--- config.mk ---
export PLATFORM = sky130hd
export DESIGN_NAME = fll_cfg_bridge
export DESIGN_NICKNAME = d
export VERILOG_FILES = /design/src/rtl/fll_cfg_bridge.sv
export SDC_FILE = /design/constraint.sdc
export NUM_CORES = 1
export LEC_CHECK = 0
export BUFFER_PORTS_ARGS = -buffer_cell sky130_fd_sc_hd__buf_2
export CELL_PAD_IN_SITES_DETAIL_PLACEMENT = 0
export CELL_PAD_IN_SITES_GLOBAL_PLACEMENT = 1
export CORE_ASPECT_RATIO = 1.25
export CORE_MARGIN = 1.5
export CORE_UTILIZATION = 38
export DETAILED_ROUTE_END_ITERATION = 6
export PLACE_DENSITY = 0.87
export SKIP_LAST_GASP = 1
export SLEW_MARGIN = 10
export SYNTH_ARGS = -nofsm -noshare
export SYNTH_HDL_FRONTEND = slang
export SYNTH_SLANG_ARGS = --single-unit
export TNS_END_PERCENT = 20
--- constraint.sdc ---
create_clock -name clk_i -period 3.93 [get_ports clk_i]
set_clock_uncertainty 0.2 [all_clocks]
set_input_delay 0.5895 -clock clk_i [delete_from_list [all_inputs] [get_ports clk_i]]
set_output_delay 0.5895 -clock clk_i [all_outputs]
set_load 0.03 [all_outputs]
--- src/rtl/fll_cfg_bridge.sv ---
// APB slave that turns each register access into one FLL CFGREQ/CFGACK transaction, with timeout.
// Define FLL_CFG_ACK_SYNC_EN to pass cfg_ack_i through a two-flop synchroniser (FLL on another clock).
module fll_cfg_bridge #(
    parameter int unsigned APB_ADDR_WIDTH = 12,
    parameter int unsigned CFG_ADDR_WIDTH = 4,
    parameter int unsigned CFG_DATA_WIDTH = 32,
    parameter int unsigned TIMEOUT        = 255
) (
    input  logic                      clk_i,
    input  logic                      rst_ni,
    input  logic [APB_ADDR_WIDTH-1:0] paddr_i,
    input  logic [CFG_DATA_WIDTH-1:0] pwdata_i,
    input  logic                      pwrite_i,
    input  logic                      psel_i,
    input  logic                      penable_i,
    output logic [CFG_DATA_WIDTH-1:0] prdata_o,
    output logic                      pready_o,
    output logic                      pslverr_o,
    output logic                      cfg_req_o,
    input  logic                      cfg_ack_i,
    output logic [CFG_ADDR_WIDTH-1:0] cfg_ad_o,
    output logic [CFG_DATA_WIDTH-1:0] cfg_d_o,
    input  logic [CFG_DATA_WIDTH-1:0] cfg_q_i,
    output logic                      cfg_web_o
);

    localparam int unsigned CNT_WIDTH = $clog2(TIMEOUT + 1);

    typedef enum logic [1:0] {
        IDLE = 2'd0,
        REQ  = 2'd1,
        RESP = 2'd2
    } state_e;

    state_e                    state_q;
    logic [CNT_WIDTH-1:0]      cnt_q;
    logic                      cfg_req_q;
    logic [CFG_ADDR_WIDTH-1:0] cfg_ad_q;
    logic [CFG_DATA_WIDTH-1:0] cfg_d_q;
    logic                      cfg_web_q;
    logic [CFG_DATA_WIDTH-1:0] prdata_q;
    logic                      pready_q;
    logic                      pslverr_q;
    logic                      ack_s;

    // Only the word-index bits below the config address reach the FLL.
    logic unused_paddr_c;
    assign unused_paddr_c = ^paddr_i[APB_ADDR_WIDTH-1:CFG_ADDR_WIDTH+2];

`ifdef FLL_CFG_ACK_SYNC_EN
    logic [1:0] ack_sync_q;

    always_ff @(posedge clk_i or negedge rst_ni) begin
        if (!rst_ni) begin
            ack_sync_q <= 2'b00;
        end else begin
            ack_sync_q <= {ack_sync_q[0], cfg_ack_i};
        end
    end

    assign ack_s = ack_sync_q[1];
`else
    assign ack_s = cfg_ack_i;
`endif

    // Transfer FSM; every output is a register updated here.
    always_ff @(posedge clk_i or negedge rst_ni) begin
        if (!rst_ni) begin
            state_q   <= IDLE;
            cnt_q     <= '0;
            cfg_req_q <= 1'b0;
            cfg_ad_q  <= '0;
            cfg_d_q   <= '0;
            cfg_web_q <= 1'b1;
            prdata_q  <= '0;
            pready_q  <= 1'b0;
            pslverr_q <= 1'b0;
        end else begin
            case (state_q)
                IDLE: begin
                    if (psel_i && penable_i) begin
                        if (paddr_i[1:0] == 2'b00) begin
                            cfg_ad_q  <= paddr_i[CFG_ADDR_WIDTH+1:2];
                            cfg_d_q   <= pwdata_i;
                            cfg_web_q <= ~pwrite_i;
                            cfg_req_q <= 1'b1;
                            cnt_q     <= '0;
                            state_q   <= REQ;
                        end else begin
                            prdata_q  <= '0;
                            pslverr_q <= 1'b1;
                            pready_q  <= 1'b1;
                            state_q   <= RESP;
                        end
                    end
                end
                REQ: begin
                    // Ack is checked before the timeout so a coincident ack still succeeds.
                    if (ack_s) begin
                        cfg_req_q <= 1'b0;
                        prdata_q  <= cfg_web_q ? cfg_q_i : '0;
                        pslverr_q <= 1'b0;
                        pready_q  <= 1'b1;
                        state_q   <= RESP;
                    end else if (cnt_q == CNT_WIDTH'(TIMEOUT)) begin
                        cfg_req_q <= 1'b0;
                        prdata_q  <= '0;
                        pslverr_q <= 1'b1;
                        pready_q  <= 1'b1;
                        state_q   <= RESP;
                    end else begin
                        cnt_q <= cnt_q + CNT_WIDTH'(1);
                    end
                end
                RESP: begin
                    pready_q  <= 1'b0;
                    pslverr_q <= 1'b0;
                    state_q   <= IDLE;
                end
                default: begin
                    state_q <= IDLE;
                end
            endcase
        end
    end

    assign prdata_o  = prdata_q;
    assign pready_o  = pready_q;
    assign pslverr_o = pslverr_q;
    assign cfg_req_o = cfg_req_q;
    assign cfg_ad_o  = cfg_ad_q;
    assign cfg_d_o   = cfg_d_q;
    assign cfg_web_o = cfg_web_q;

endmodule

==> metrics.yaml <==
final_layout:
  register_area_sq_um: 2050
  final_nets: 460
  num-fill-cells: 765
  area_growth_syn_to_layout_pct: 30.9
  multiInputGateArea_sq_um: 1130
  diodes: 0
  drive_above_1_share_pct: 53.1
power_and_ir_drop:
  leakage_nw: 2.20
  comb_power_share_pct: 26.1
  p_int_w: 0.00167
  power_density_nw_per_um2: 566
  switching_power_w: 0.000789
  design_power_total_w: 0.00245
  p_seq_share_pct: 43.4
  power_switching_share_pct: 32.1
  vdd_ir_drop_max_v: 0.000347
  clockPowerShare_pct: 30.5
setup_path:
  crit_type: "register to register"
  r2r_start: "cnt_q[0]"
  critPathRequiredTime_ns: 4.02
  cp.arrival_ns: 2.54
  crit_path_end_kind: "register"
  worstSetupStartpointType: "register"
  crit_fanout: 17
  crit_start: "cnt_q[0]"
synthesis:
  synth-edff-count: 0
  ys_top_cells_by_area: "dfrtp_1, mux2_2, a32o_1"
  synth_top_area_share_pct: 61.2
  synth_area_sq_um: 3310
  ys_async_sr_fraction_pct: 100
  synth-seq-cells: 82
  synth.largest_area_cell: "dfrtp_1"
  synth_most_common_cell: "dfrtp_1"
  syn_inst: 235
  yosys_warnings: 0
  synth_cell_type_count: 41
  synthFlopType: "dfrtp_1"
  yosysSeqAreaShare_pct: 62.0
  synth_nets: 318
  synthTopCellsByCount: "dfrtp_1, a32o_1, mux2_2"
  synth_area_per_cell_sq_um: 14.1
grt:
  grt_overflow_total: 0
  grt_usage_pct: 17.3
  grt_pass1_wl_microns: 12500
  antenna_found_initial: 0
  grt_pass1_vias: 2742
  grt_start_max_net_pins: 83
placed_design:
  numPortBuffers: 147
  place_congestion: 0.773
  dpl.hpwl_microns: 5150
clock_network:
  root_buffer: "clkbuf_8"
  clock_latency_ns: 0.35
  post_cts_buffers: 0
  clock_path_buffers: 2
  ctsHoldBuffers: 0
  clk_pin_slew_ns: 0.08
  cts_max_level: 3
  post_cts_resized: 0
  cts_sinks: 82
  cts_buffers: 9
  cts_tree: "yes"
drt:
  drt_iter0_drc: 119
  wl_microns: 7430
  antenna_left: 0
  vias: 2526
  drcViolationCount: 0
  first_pass_iters: 6
  post_drt_wl_per_cell_microns: 15.5
  routed_via_density: 5.27
sta:
  period_share_pct: 62.5
  tightest_slew_ns: 1.12
  hold_violations: 0
  finalSetupTns_ns: 0
  relSlewSlack_pct: 25.4
  rsz0062_at_grt: "false"
  max_freq_mhz: 407
  min_period_ns: 2.46
  finalSetupViolCount: 0
  report.final.slew_viol_count: 0
min_path:
  hold_class: "input port to register"
  hp-start: "pwrite_i"
floorplanning:
  dieArea_sq_um: 9280
  fp.dieW_microns: 86.5
  core_sq_um: 8330
  rows: 37
  start_util_pct: 39.7
  fp.dieH_microns: 107
  io_pins: 154
job:
  cap_viol_max_count: 0
status:
  status: "complete, no violations"
-- power groups by stage --
| stage | registers (W) | logic, W | clock network [W] |
|---|---|---|---|
| after floorplan | 0.00134 | 0.000162 | 0 |
| after global placement | 0.00107 | 0.000640 | 0 |
| after detailed placement | 0.00108 | 0.000650 | 0 |
| after CTS | 0.00107 | 0.000650 | 0.000772 |
| after global routing | 0.00109 | 0.000687 | 0.000801 |
| final | 0.00107 | 0.000640 | 0.000749 |
-- per-stage QoR --
step	utilization [%]	cells	setup slack [ns]	hold WS [ns]	cell area, sq um
6_report	52.0	479	1.47	0.178	4330
5_1_grt	52.0	479	1.22	0.188	4330
4_1_cts	52.0	479	1.43	0.165	4330
3_5_place_dp	49.0	463	1.38	0.261	4080
3_3_place_gp	49.0	463	1.44	0.257	4080
2_1_floorplan	-	235	1.82	0.0939	3310
-- cell type report --
type / count / share of cell area, %
tap: 97 / 2.80
clock buffer: 11 / 3.49
timing repair buffer: 150 / 17.6
inverter: 4 / 0.346
multi-input combinational: 130 / 26.1
clock inverter: 5 / 2.31
sequential: 82 / 47.4
-- layout by cell type, fill, tap and decap left out, types with 2 or more instances in the layout --
master     instances
or3_1              3
inv_1              4
buf_2            146
mux2_2            30
o31ai_1            3
a32o_1            32
or4_1              2
dfrtp_1           81
nand3_1            4
mux2_1             7
bufinv_16          3
a21oi_1            7
clkbuf_8          11
buf_4              4
nand2_1            7
nor2_1             6
o21ai_1            3
mux2i_1            2
or2_1              2
clkinv_2           2
-- path summary, 6_finish.rpt --
check | to | slack (ns) | cells past startpoint
max | prdata_o[28] | 1.47 | 6
min reg2reg | cfg_req_o | 0.28 | 1
max in group asynchronous | prdata_o[6] | 2.67 | 1
max reg2reg | prdata_o[28] | 1.47 | 6
min | cfg_web_o | 0.18 | 2
min in group asynchronous | cnt_q[2] | 0.22 | 1
-- cell families (layout without fill, tap and decap cells) --
kind of cell             after synthesis  in the layout  synth area share, %
XOR/XNOR                               1              1                0.265
flip-flops                            82             82                 62.0
AO/OA/AOI/OAI                         54             54                 14.0
adder cells (fa/ha/maj)                1              1                0.378
multiplexers                          39             39                 13.2
buffers and inverters                 23            170                 4.12
AND/OR/NAND/NOR                       35             35                 6.05
-- registers in the layout (all words and copies together) (netlist names) --
name,cells
cfg_req_o,1
cfg_web_o,1
cfg_d_o,32
prdata_o,32
cfg_ad_o,4
pready_o,1
cnt_q,8
state_q,2
pslverr_o,1
-- worst max-delay path, cell delays in order, from the launching register on --
cell	delay (ns)
dfrtp_1	0.41
ha_1	0.23
and3_2	0.25
a21oi_1	0.21
or2_1	0.55
buf_4	0.34
a32o_1	0.20
-- per-layer routing --
metal	wire, microns	GRT usage, %
met2	3940	30.9
met4	101	7.72
met1	2900	18.9
met3	493	4.75
met5	0	0
No activity file was read; power rests on OpenSTA's default activity.
